**config.mk**
```make
export PLATFORM = sky130hd
export DESIGN_NAME = eth_rx_pkt_drain_flat
export DESIGN_NICKNAME = d
export VERILOG_FILES = /design/src/rtl/eth_rx_pkt_drain_pkg.sv /design/src/rtl/eth_rx_pkt_drain_if.sv /design/src/rtl/eth_rx_sync_fifo.sv /design/src/rtl/eth_rx_pkt_drain.sv /design/src/flat_wrapper.sv
export SDC_FILE = /design/constraint.sdc
export NUM_CORES = 1
export LEC_CHECK = 0
export ABC_AREA = 1
export ABC_CLOCK_PERIOD_IN_PS = 4730
export CORE_MARGIN = 4
export CORE_UTILIZATION = 57
export CTS_BUF_LIST = sky130_fd_sc_hd__clkbuf_8
export CTS_CLUSTER_DIAMETER = 40
export CTS_CLUSTER_SIZE = 10
export DETAILED_ROUTE_END_ITERATION = 10
export PLACE_DENSITY_LB_ADDON = 0.15
export REMOVE_ABC_BUFFERS = 1
export SLEW_MARGIN = 20
export SYNTH_ARGS = -nofsm -noshare
export SYNTH_HDL_FRONTEND = slang
export SYNTH_SLANG_ARGS = --single-unit
```
**constraint.sdc**
```tcl
create_clock -name clk156m25 -period 4.73 [get_ports clk156m25]
set_input_delay 1.419 -clock clk156m25 [delete_from_list [all_inputs] [get_ports clk156m25]]
set_output_delay 1.419 -clock clk156m25 [all_outputs]
set_load 0.1 [all_outputs]
```
**src/rtl/eth_rx_pkt_drain_pkg.sv**
```systemverilog
// eth_rx_pkg: shared types for the XGE MAC receive drain.
//   rx_state_e  - drain FSM states (IDLE, RD, GAP)
//   rx_entry_t  - one buffered word {data, sop, eop, mod, err}
//   BYTES_PER_WORD, eop_bytes() - byte accounting for the length counter
package eth_rx_pkg;

    localparam int BYTES_PER_WORD = 8;

    typedef enum logic [1:0] {
        ST_IDLE,
        ST_RD,
        ST_GAP
    } rx_state_e;

    typedef struct packed {
        logic [63:0] data;
        logic        sop;
        logic        eop;
        logic [2:0]  mod;
        logic        err;
    } rx_entry_t;

    // Valid bytes in an eop word; the MAC encodes a full word as mod==0.
    function automatic logic [3:0] eop_bytes(input logic [2:0] mod);
        return (mod == 3'd0) ? 4'(BYTES_PER_WORD) : {1'b0, mod};
    endfunction

endpackage

```
**src/rtl/eth_rx_pkt_drain_if.sv**
```systemverilog
// eth_rx_pkt_drain_if: valid/ready word stream from the drain to user logic.
//   out_valid/out_ready            - handshake, transfer when both high
//   out_data/out_sop/out_eop/
//   out_mod/out_err                - payload of the head word
// Modports: master (drain side), slave (user side).
interface eth_rx_pkt_drain_if;
    logic        out_valid;
    logic        out_ready;
    logic [63:0] out_data;
    logic        out_sop;
    logic        out_eop;
    logic [2:0]  out_mod;
    logic        out_err;

    modport master (output out_valid, out_data, out_sop, out_eop, out_mod, out_err,
                    input  out_ready);
    modport slave  (input  out_valid, out_data, out_sop, out_eop, out_mod, out_err,
                    output out_ready);
endinterface

```
**src/rtl/eth_rx_sync_fifo.sv**
```systemverilog
// eth_rx_sync_fifo: single-clock FIFO with a registered head word.
//   clk, rst_n      - clock, async active-low reset (empties the FIFO)
//   push, wdata     - write (ignored when full)
//   pop             - advance head (ignored when empty)
//   head            - current head word, valid while !empty
//   empty/full/free - occupancy status; free = DEPTH - count
// DEPTH must be a power of two so the pointers wrap naturally.
module eth_rx_sync_fifo #(
    parameter int  DEPTH = 16,
    parameter type T     = logic,
    localparam int AW    = $clog2(DEPTH)
) (
    input  logic        clk,
    input  logic        rst_n,
    input  logic        push,
    input  T            wdata,
    input  logic        pop,
    output T            head,
    output logic        empty,
    output logic        full,
    output logic [AW:0] free
);

    T              mem [DEPTH];
    T              head_q;
    logic [AW-1:0] wr_ptr, rd_ptr, rd_ptr_nx;
    logic [AW:0]   count;
    logic          do_push, do_pop;

    assign empty     = (count == '0);
    assign full      = (count == (AW+1)'(DEPTH));
    assign free      = (AW+1)'(DEPTH) - count;
    assign do_push   = push && !full;
    assign do_pop    = pop && !empty;
    assign rd_ptr_nx = rd_ptr + AW'(do_pop);
    assign head      = head_q;

    always_ff @(posedge clk) begin
        if (do_push) mem[wr_ptr] <= wdata;
    end

    always_ff @(posedge clk or negedge rst_n) begin
        if (!rst_n) begin
            wr_ptr <= '0;
            rd_ptr <= '0;
            count  <= '0;
            head_q <= '0;
        end else begin
            if (do_push) wr_ptr <= wr_ptr + AW'(1);
            rd_ptr <= rd_ptr_nx;
            case ({do_push, do_pop})
                2'b10:   count <= count + (AW+1)'(1);
                2'b01:   count <= count - (AW+1)'(1);
                default: count <= count;
            endcase
            // The next head is the word being written when the FIFO is about to
            // hold only that word; otherwise it is already in storage.
            if (do_push && (wr_ptr == rd_ptr_nx)) head_q <= wdata;
            else                                  head_q <= mem[rd_ptr_nx];
        end
    end

endmodule

```
**src/rtl/eth_rx_pkt_drain.sv**
```systemverilog
// eth_rx_pkt_drain: drains frames from the XGE MAC receive port into a
// word buffer, checks framing and length, and reports per-frame status.
//   clk156m25, reset_156m25_n      - clock, async active-low reset
//   pkt_rx_avail/pkt_rx_ren        - MAC frame available / read enable
//   pkt_rx_val/data/sop/eop/mod/err- MAC word, returned one cycle after ren
//   out_if (master)                - buffered word stream to user logic
//   frm_done/frm_len/frm_err/
//   frm_oversize                   - one-cycle status per completed frame
// Optional: ETH_RX_DRAIN_STATS_EN adds saturating stat_frames, stat_errors,
// stat_dropped counters.
module eth_rx_pkt_drain
    import eth_rx_pkg::*;
#(
    parameter int FIFO_DEPTH = 16,
    parameter int MIN_LEN    = 64,
    parameter int MAX_LEN    = 1518
) (
    input  logic                 clk156m25,
    input  logic                 reset_156m25_n,
    input  logic                 pkt_rx_avail,
    output logic                 pkt_rx_ren,
    input  logic                 pkt_rx_val,
    input  logic [63:0]          pkt_rx_data,
    input  logic                 pkt_rx_sop,
    input  logic                 pkt_rx_eop,
    input  logic [2:0]           pkt_rx_mod,
    input  logic                 pkt_rx_err,
    eth_rx_pkt_drain_if.master   out_if,
    output logic                 frm_done,
    output logic [15:0]          frm_len,
    output logic                 frm_err,
    output logic                 frm_oversize
`ifdef ETH_RX_DRAIN_STATS_EN
    ,
    output logic [31:0]          stat_frames,
    output logic [31:0]          stat_errors,
    output logic [31:0]          stat_dropped
`endif
);

    localparam int          AW    = $clog2(FIFO_DEPTH);
    localparam logic [15:0] MIN_L = 16'(MIN_LEN);
    localparam logic [15:0] MAX_L = 16'(MAX_LEN);

    rx_state_e   state_q;
    logic [15:0] len_q;
    logic        ferr_q, in_frame_q;

    logic [AW:0] fifo_free;
    logic        fifo_empty, fifo_full, fifo_push, room, rx_last, rx_take;
    logic        restart, resync, ferr_nx, eop_err, eop_ovs;
    logic [15:0] len_base, len_nx;
    logic [16:0] len_sum;
    rx_entry_t   wr_ent, head;

    // Two free entries: one for the word in flight, one for the word requested now.
    assign room       = (fifo_free >= (AW+1)'(2));
    assign rx_last    = pkt_rx_val && pkt_rx_eop;
    assign pkt_rx_ren = (state_q == ST_RD) && room && !rx_last;
    assign rx_take    = pkt_rx_val && (state_q == ST_RD);
    assign fifo_push  = rx_take && !fifo_full;

    // A word opens a new frame on sop or when no frame is open; opening without
    // sop is a framing error, as is sop inside an open frame (resync).
    assign restart  = pkt_rx_sop || !in_frame_q;
    assign resync   = pkt_rx_sop && in_frame_q;
    assign ferr_nx  = restart ? !pkt_rx_sop : ferr_q;
    assign len_base = restart ? 16'd0 : len_q;
    assign len_sum  = {1'b0, len_base} +
                      {13'd0, (pkt_rx_eop ? eop_bytes(pkt_rx_mod) : 4'(BYTES_PER_WORD))};
    assign len_nx   = len_sum[16] ? 16'hFFFF : len_sum[15:0];
    assign eop_err  = pkt_rx_err | ferr_nx | (len_nx < MIN_L);
    assign eop_ovs  = (len_nx > MAX_L);

    always_comb begin
        wr_ent      = '0;
        wr_ent.data = pkt_rx_data;
        wr_ent.sop  = pkt_rx_sop;
        wr_ent.eop  = pkt_rx_eop;
        wr_ent.mod  = pkt_rx_mod;
        wr_ent.err  = pkt_rx_eop ? (eop_err | eop_ovs) : pkt_rx_err;
    end

    eth_rx_sync_fifo #(.DEPTH(FIFO_DEPTH), .T(rx_entry_t)) u_fifo (
        .clk   (clk156m25),
        .rst_n (reset_156m25_n),
        .push  (fifo_push),
        .wdata (wr_ent),
        .pop   (out_if.out_valid && out_if.out_ready),
        .head  (head),
        .empty (fifo_empty),
        .full  (fifo_full),
        .free  (fifo_free)
    );

    assign out_if.out_valid = !fifo_empty;
    assign out_if.out_data  = head.data;
    assign out_if.out_sop   = head.sop;
    assign out_if.out_eop   = head.eop;
    assign out_if.out_mod   = head.mod;
    assign out_if.out_err   = head.err;

    always_ff @(posedge clk156m25 or negedge reset_156m25_n) begin
        if (!reset_156m25_n) begin
            state_q      <= ST_IDLE;
            len_q        <= '0;
            ferr_q       <= 1'b0;
            in_frame_q   <= 1'b0;
            frm_done     <= 1'b0;
            frm_len      <= '0;
            frm_err      <= 1'b0;
            frm_oversize <= 1'b0;
        end else begin
            frm_done <= 1'b0;
            case (state_q)
                ST_IDLE: if (pkt_rx_avail && room) state_q <= ST_RD;
                ST_RD:   if (rx_last)              state_q <= ST_GAP;
                default:                           state_q <= ST_IDLE;
            endcase
            if (rx_take) begin
                len_q      <= len_nx;
                ferr_q     <= ferr_nx;
                in_frame_q <= !pkt_rx_eop;
                // A single-word frame arriving as a resync reports only its own
                // completion; the truncated frame before it goes unreported.
                if (pkt_rx_eop) begin
                    frm_done     <= 1'b1;
                    frm_len      <= len_nx;
                    frm_err      <= eop_err;
                    frm_oversize <= eop_ovs;
                end else if (resync) begin
                    frm_done     <= 1'b1;
                    frm_len      <= len_q;
                    frm_err      <= 1'b1;
                    frm_oversize <= (len_q > MAX_L);
                end
            end
        end
    end

`ifdef ETH_RX_DRAIN_STATS_EN
    always_ff @(posedge clk156m25 or negedge reset_156m25_n) begin
        if (!reset_156m25_n) begin
            stat_frames  <= '0;
            stat_errors  <= '0;
            stat_dropped <= '0;
        end else begin
            if (frm_done && (stat_frames != '1))
                stat_frames <= stat_frames + 32'd1;
            if (frm_done && (frm_err || frm_oversize) && (stat_errors != '1))
                stat_errors <= stat_errors + 32'd1;
            if (pkt_rx_val && (state_q != ST_RD) && (stat_dropped != '1))
                stat_dropped <= stat_dropped + 32'd1;
        end
    end
`endif

endmodule
```
**src/flat_wrapper.sv**
```systemverilog
// flat-port wrapper written by rule: the top's interface ports become plain ports
module eth_rx_pkt_drain_flat import eth_rx_pkg::*;
#(
    parameter int FIFO_DEPTH = 16,
    parameter int MIN_LEN    = 64,
    parameter int MAX_LEN    = 1518
)
  (clk156m25, reset_156m25_n, pkt_rx_avail, pkt_rx_ren, pkt_rx_val, pkt_rx_data, pkt_rx_sop, pkt_rx_eop, pkt_rx_mod, pkt_rx_err, frm_done, frm_len, frm_err, frm_oversize, out_if_out_valid, out_if_out_data, out_if_out_sop, out_if_out_eop, out_if_out_mod, out_if_out_err, out_if_out_ready);
  eth_rx_pkt_drain_if out_if_i ();
  input  logic clk156m25;
  input  logic reset_156m25_n;
  input  logic pkt_rx_avail;
  output logic pkt_rx_ren;
  input  logic pkt_rx_val;
  input  logic [63:0] pkt_rx_data;
  input  logic pkt_rx_sop;
  input  logic pkt_rx_eop;
  input  logic [2:0] pkt_rx_mod;
  input  logic pkt_rx_err;
  output logic frm_done;
  output logic [15:0] frm_len;
  output logic frm_err;
  output logic frm_oversize;
  output wire logic [$bits(out_if_i.out_valid)-1:0] out_if_out_valid;
  output wire logic [$bits(out_if_i.out_data)-1:0] out_if_out_data;
  output wire logic [$bits(out_if_i.out_sop)-1:0] out_if_out_sop;
  output wire logic [$bits(out_if_i.out_eop)-1:0] out_if_out_eop;
  output wire logic [$bits(out_if_i.out_mod)-1:0] out_if_out_mod;
  output wire logic [$bits(out_if_i.out_err)-1:0] out_if_out_err;
  input wire logic [$bits(out_if_i.out_ready)-1:0] out_if_out_ready;
  assign out_if_out_valid = out_if_i.out_valid;
  assign out_if_out_data = out_if_i.out_data;
  assign out_if_out_sop = out_if_i.out_sop;
  assign out_if_out_eop = out_if_i.out_eop;
  assign out_if_out_mod = out_if_i.out_mod;
  assign out_if_out_err = out_if_i.out_err;
  assign out_if_i.out_ready = out_if_out_ready;
  eth_rx_pkt_drain #(.FIFO_DEPTH(FIFO_DEPTH), .MIN_LEN(MIN_LEN), .MAX_LEN(MAX_LEN)) u_core (.clk156m25(clk156m25), .reset_156m25_n(reset_156m25_n), .pkt_rx_avail(pkt_rx_avail), .pkt_rx_ren(pkt_rx_ren), .pkt_rx_val(pkt_rx_val), .pkt_rx_data(pkt_rx_data), .pkt_rx_sop(pkt_rx_sop), .pkt_rx_eop(pkt_rx_eop), .pkt_rx_mod(pkt_rx_mod), .pkt_rx_err(pkt_rx_err), .out_if(out_if_i), .frm_done(frm_done), .frm_len(frm_len), .frm_err(frm_err), .frm_oversize(frm_oversize));
endmodule
```
Yosys cells after proc, flatten, opt, wreduce, memory -nomap -nowiden --
Memory sizes are Yosys's and may differ from the RTL's. A register that Yosys moved wholly into a read port is not among the register bits. Index checks and enable logic that the tools add are counted.
Cells by class: add/sub/neg operators 6, order comparisons 4, equality and inequality tests 6, muxes and demuxes 21, bitwise gates (word level) 3, reductions and logical operators 25
Operators with widths (count):
- 2-to-1 mux 16 bit | 4
- greater-than comparator 16 x 11 -> 1 bit, second input constant | 2
- adder 16 x 4 -> 17 bit | 1
- less-than comparator 16 x 7 -> 1 bit, second input constant | 1
- 2-to-1 mux 1 bit | 11
- logical AND 1 bit | 10
- one-hot mux 5 bit (2 select lines) | 1
- 2-to-1 mux 4 bit | 2
- zero test 1 bit | 7
- adder 5 x 1 -> 5 bit, second input constant | 1
- == test 5 bit, second input constant | 1
- >= comparator 5 x 2 -> 1 bit, second input constant | 1
- zero test 5 bit | 1
- subtractor 5 x 1 -> 5 bit, second input constant | 1
- subtractor 5 bit, first input constant | 1
- adder 4 x 1 -> 4 bit | 1
- adder 4 x 1 -> 4 bit, second input constant | 1
- == test 2 x 1 -> 1 bit, second input constant | 2
- 2-to-1 mux 2 bit | 2
- inequality test 2 x 1 -> 1 bit, second input constant | 2
- one-hot mux 2 bit (2 select lines) | 1
- AND reduction 2 bit | 2
- nonzero test 2 bit | 2
- zero test 3 bit | 1
- other kinds (4) | 6
Storage, ports and cells: register bits 52, bits in writable memories 1120, input bits 75, output and inout bits 91, word-level logic and storage cells 77, memories kept 1
Memory list:
- u_core.u_fifo.mem | depth 16, bits a word 70, rd ports 1, clocked after Yosys merged registers in 1, wr ports 1, line eth_rx_sync_fifo.sv:24 | T mem [DEPTH];

Longest topological paths before layout --
depth after elaboration 9, depth in mapped cells 23

Hierarchy --
A second synthesis with hierarchy kept.
Unflattened totals: cells, all modules 4498, area total of the unflattened synthesis 50802.5 sq um
By module, submodules not included:
- eth_rx_sync_fifo | instances 1, cells each 4086, area each 48048.6 sq um, seq. area each 35709.2 sq um
- eth_rx_pkt_drain | instances 1, cells each 412, area each 2753.9 sq um, seq. area each 975.9 sq um

Worst setup path after synthesis --
Ideal clock, no wire load.
path kind input to register, start in pkt_rx_val, end mem u_core.u_fifo.mem[11][0] in the netlist's numbering, enable pin, arrival time 5038 ps, data required time 4231 ps, setup slack -807 ps, stages on the path 5, path buffers 1, path through nand2_1 > nor2_1 > clkbuf_1 > nand2_1 > nor2_1
Between the ends: cells in the longest elaborated chain, start to end 5
RTL lines:
- start: declaration | line flat_wrapper.sv:14 | input logic pkt_rx_val;
- logical AND 1 bit | line eth_rx_pkt_drain.sv:60 | assign rx_take = pkt_rx_val && (state_q == ST_RD);
- logical AND 1 bit | line eth_rx_pkt_drain.sv:61 | assign fifo_push = rx_take && !fifo_full;
- logical AND 1 bit | line eth_rx_sync_fifo.sv:33 | assign do_push = push && !full;
- 2-to-1 mux 1 bit | line eth_rx_sync_fifo.sv:39 | if (do_push) mem[wr_ptr] <= wdata;
- 2-to-1 mux 1 bit (implied by the code) | line eth_rx_sync_fifo.sv:39
- end: declaration | line eth_rx_sync_fifo.sv:24
No other way between the ends.

==> out/results.tsv <==
stage	metric	value	unit
critical_path	path_max_fanout	16	
cts	ctsHoldBuffers	0	
min_path	whs_path_depth	2	
final_layout	layout.cells.most_common	edfxtp_1	
global_routing	grt_max_degree	234	
timing	fin_crit	4270	ps
floorplanning	dieHeight	301	um
timing	final_hold_viol_count	0	
floorplanning	core_area	85300	um^2
timing	rsz0062_at_grt	no	
run	drv_cap	0	
timing	max-slew-margin-rel	26.4	%
synthesis	yosys_warnings	0	
min_path	hold_end	u_core.frm_len[8]$_DFFE_PN0P_	
synthesis	ys_ff_latch	1242	
floorplanning	initial_utilization	57.5	%
timing	setup_violations	0	
cts	worstSkewPairLatency	840	ps
final_layout	final_cell_mix	1120 x edfxtp_1, 610 x nor2_1, 600 x o21ai_0, 278 x o221ai_1, 184 x clkbuf_8	
synthesis	synth.yosys.seq_area_share	74.8	%
floorplanning	ios	166	
timing	fin_ws	463	ps
routing	drt_pre_antenna_iters	7	
min_path	hold_path_class	reg -> reg	
placed_design	gp_congestion	0.881	
critical_path	cp-start-kind	primary input	
routing	antenna_left	0	
critical_path	rr_endpoint	u_core.u_fifo.head[22]$_DFF_PN0_	
placed_design	portBuffers	165	
synthesis	syn_area	49000	um^2
routing	vias	32784	
critical_path	timing.rr.start	u_core.u_fifo.count[0]$_DFFE_PN0P_	
routing	route.detailed.drc	0	
final_layout	nets	3906	
power_and_ir_drop	ir_worst_vdd	1.43	mV
timing	fin_crit_sh	90.2	%
critical_path	cp-end-kind	flop	
synthesis	synth_cell_types	45	
synthesis	syn_area_per_cell	13.5	um^2
status	status	finished clean	
power_and_ir_drop	power_density	706	nW/um^2
timing	fin_skew	47.1	ps
global_routing	grt_pass1_wl	198000	um
routing	first_iter_violations	3988	
global_routing	gr-total-overflow	0	
critical_path	r2r_cells	13	
cts	h-tree-depth	4	
critical_path	required	5200	ps
min_path	hp-start	u_core.frm_len[8]$_DFFE_PN0P_	
global_routing	antenna_found_initial	7	
synthesis	syn_inst	3641	
cts	root_buffer	clkbuf_8	
synthesis	synthTopCellsByArea	edfxtp_1 69%, dfrtp_1 6.2%, o21ai_0 6.1%, o221ai_1 5.0%, nor2_1 4.8%	
synthesis	synth.top_cell.area_share	68.6	%
final_layout	fill_cells	6104	
floorplanning	rows	107	
routing	routed_wl	132000	um
synthesis	synth_top_area_cell	edfxtp_1	
timing	tns	0	ps
critical_path	ff2ff_setup_slack	1040	ps
global_routing	track_usage	28.9	%
placed_design	preCtsSetupSlack	-315	ps
routing	vias_per_cell	6.43	
cts	clk_pin_slew	60	ps
timing	fmax	234	MHz
final_layout	drive_above_1_share	10.5	%
cts	cts_buffers	163	
cts	cts_setup_buffers	0	
routing	wl_per_cell	26.0	um
global_routing	grt_pass1_vias	32330	
power_and_ir_drop	leakage	18.5	nW
floorplanning	dieArea	90800	um^2
final_layout	syn_to_final_growth	14.4	%
timing	tightestPinTransition	1100	ps
cts	clock-sinks	1242	
critical_path	arrival	4730	ps
placed_design	hpwl	65100	um
cts	postCtsResizedCells	0	
cts	clockBufferDepth	3	
timing	maxSlewViolCount	0	
floorplanning	die_w	301	um
timing	hold-worst-slack	484	ps
cts	cts_tree	done	
critical_path	worstSetupPathType	in -> reg	
## cell usage after synthesis (all sizes together)
library cell  count
clkbuf          224
a31oi            70
xnor2             4
nand3           106
dfrtp           122
a211oi            2
a22oi             2
xor2              9
nand2           151
edfxtp         1120
fa                2
ha               18
nor3              4
or2               3
nand3b            3
nand4             8
a41oi             1
o22ai             2
nor4             67
a21boi            1
nor2            636
o221ai          278
o21ai           603
clkinv            2
a21oi            87
o211ai            4
inv              63
buf              49
## kinds of logic after synthesis
family | count (synthesis) | share of synthesized area, %
fa+ha+maj | 20 | 0.541
buf+inv | 338 | 2.74
compound gates | 1050 | 13.1
simple gates | 978 | 8.49
xor+xnor | 13 | 0.316
flops | 1242 | 74.8
## stage by stage
stage	cells	power, mW	util (%)	cell area, um^2
2_1_floorplan	3368	23.4	-	47900
3_3_place_gp	4790	30.8	61.7	52600
3_5_place_dp	4790	31.3	61.7	52600
4_1_cts	5087	39.6	65.8	56100
5_1_grt	5090	41.5	65.8	56100
6_report	5095	39.6	65.8	56100
## cell type report
| class | count | area, um^2 | share of cell area, % |
|---|---|---|---|
| multi-input cells | 2061 | 11200 | 19.9 |
| well taps | 1144 | 1430 | 2.55 |
| clock inverters | 113 | 915 | 1.63 |
| diodes | 8 | 20.0 | 0.0357 |
| clock buffers | 184 | 2530 | 4.51 |
| inverters | 65 | 260 | 0.464 |
| flip-flops and latches | 1242 | 36700 | 65.4 |
| repair buffers | 278 | 3070 | 5.47 |
## power by group
part / switching (mW) / internal, mW
combinational: 13.0 / 4.76
clock: 4.03 / 4.33
sequential: 0.440 / 13.0
## per-layer routing
layer	GRT usage, %	vias up	wire [um]	part of all wire, %
li1	-	14209	-	-
met1	39.8	16481	51900	39
met2	47.2	1792	64700	49
met3	5.31	298	12200	9.2
met4	9.59	4	3540	2.7
met5	0	-	34	0.026
## worst max-delay path, cell delays in order
cell and delay (ps):
clkdlybuf4s50_1 510, inv_2 70, nand2_4 50, buf_4 190, nor2_1 80, ha_1 360, nand2_1 90, nand3_1 130
nand2_2 110, nor2_4 180, nand3_2 130, buf_4 170, nand3_2 90, nor2_2 50, buf_4 120, nand2_1 50
nor2_1 40, nand2_1 70, nand2_2 60, a21boi_1 750
## registers in the layout, summed over array words and instances, names as in the netlist
| register | count |
|---|---|
| u_core.len_q | 16 |
| u_core.state_q | 2 |
| u_core.u_fifo.wr_ptr | 4 |
| u_core.in_frame_q | 1 |
| u_core.frm_err | 1 |
| u_core.u_fifo.head | 70 |
| u_core.frm_done | 1 |
| u_core.u_fifo.mem | 1120 |
| u_core.frm_oversize | 1 |
| u_core.u_fifo.count | 5 |
| u_core.frm_len | 16 |
| u_core.u_fifo.rd_ptr | 4 |
| u_core.ferr_q | 1 |
## worst max-delay path by stage
stage               slack, ps                            endpoint        startpoint
floorplan              -18160     u_core.u_fifo.head[4]$_DFF_PN0_  out_if_out_ready
global placement         -210   u_core.u_fifo.mem[7][0]$_DFFE_PP_        pkt_rx_sop
detailed placement       -320   u_core.u_fifo.mem[7][0]$_DFFE_PP_        pkt_rx_sop
CTS                       530  u_core.u_fifo.mem[13][0]$_DFFE_PP_        pkt_rx_sop
global route              220  u_core.u_fifo.mem[13][0]$_DFFE_PP_        pkt_rx_sop
finish                    460  u_core.u_fifo.mem[13][0]$_DFFE_PP_        pkt_rx_sop
No activity file was read; power rests on OpenSTA's default activity.
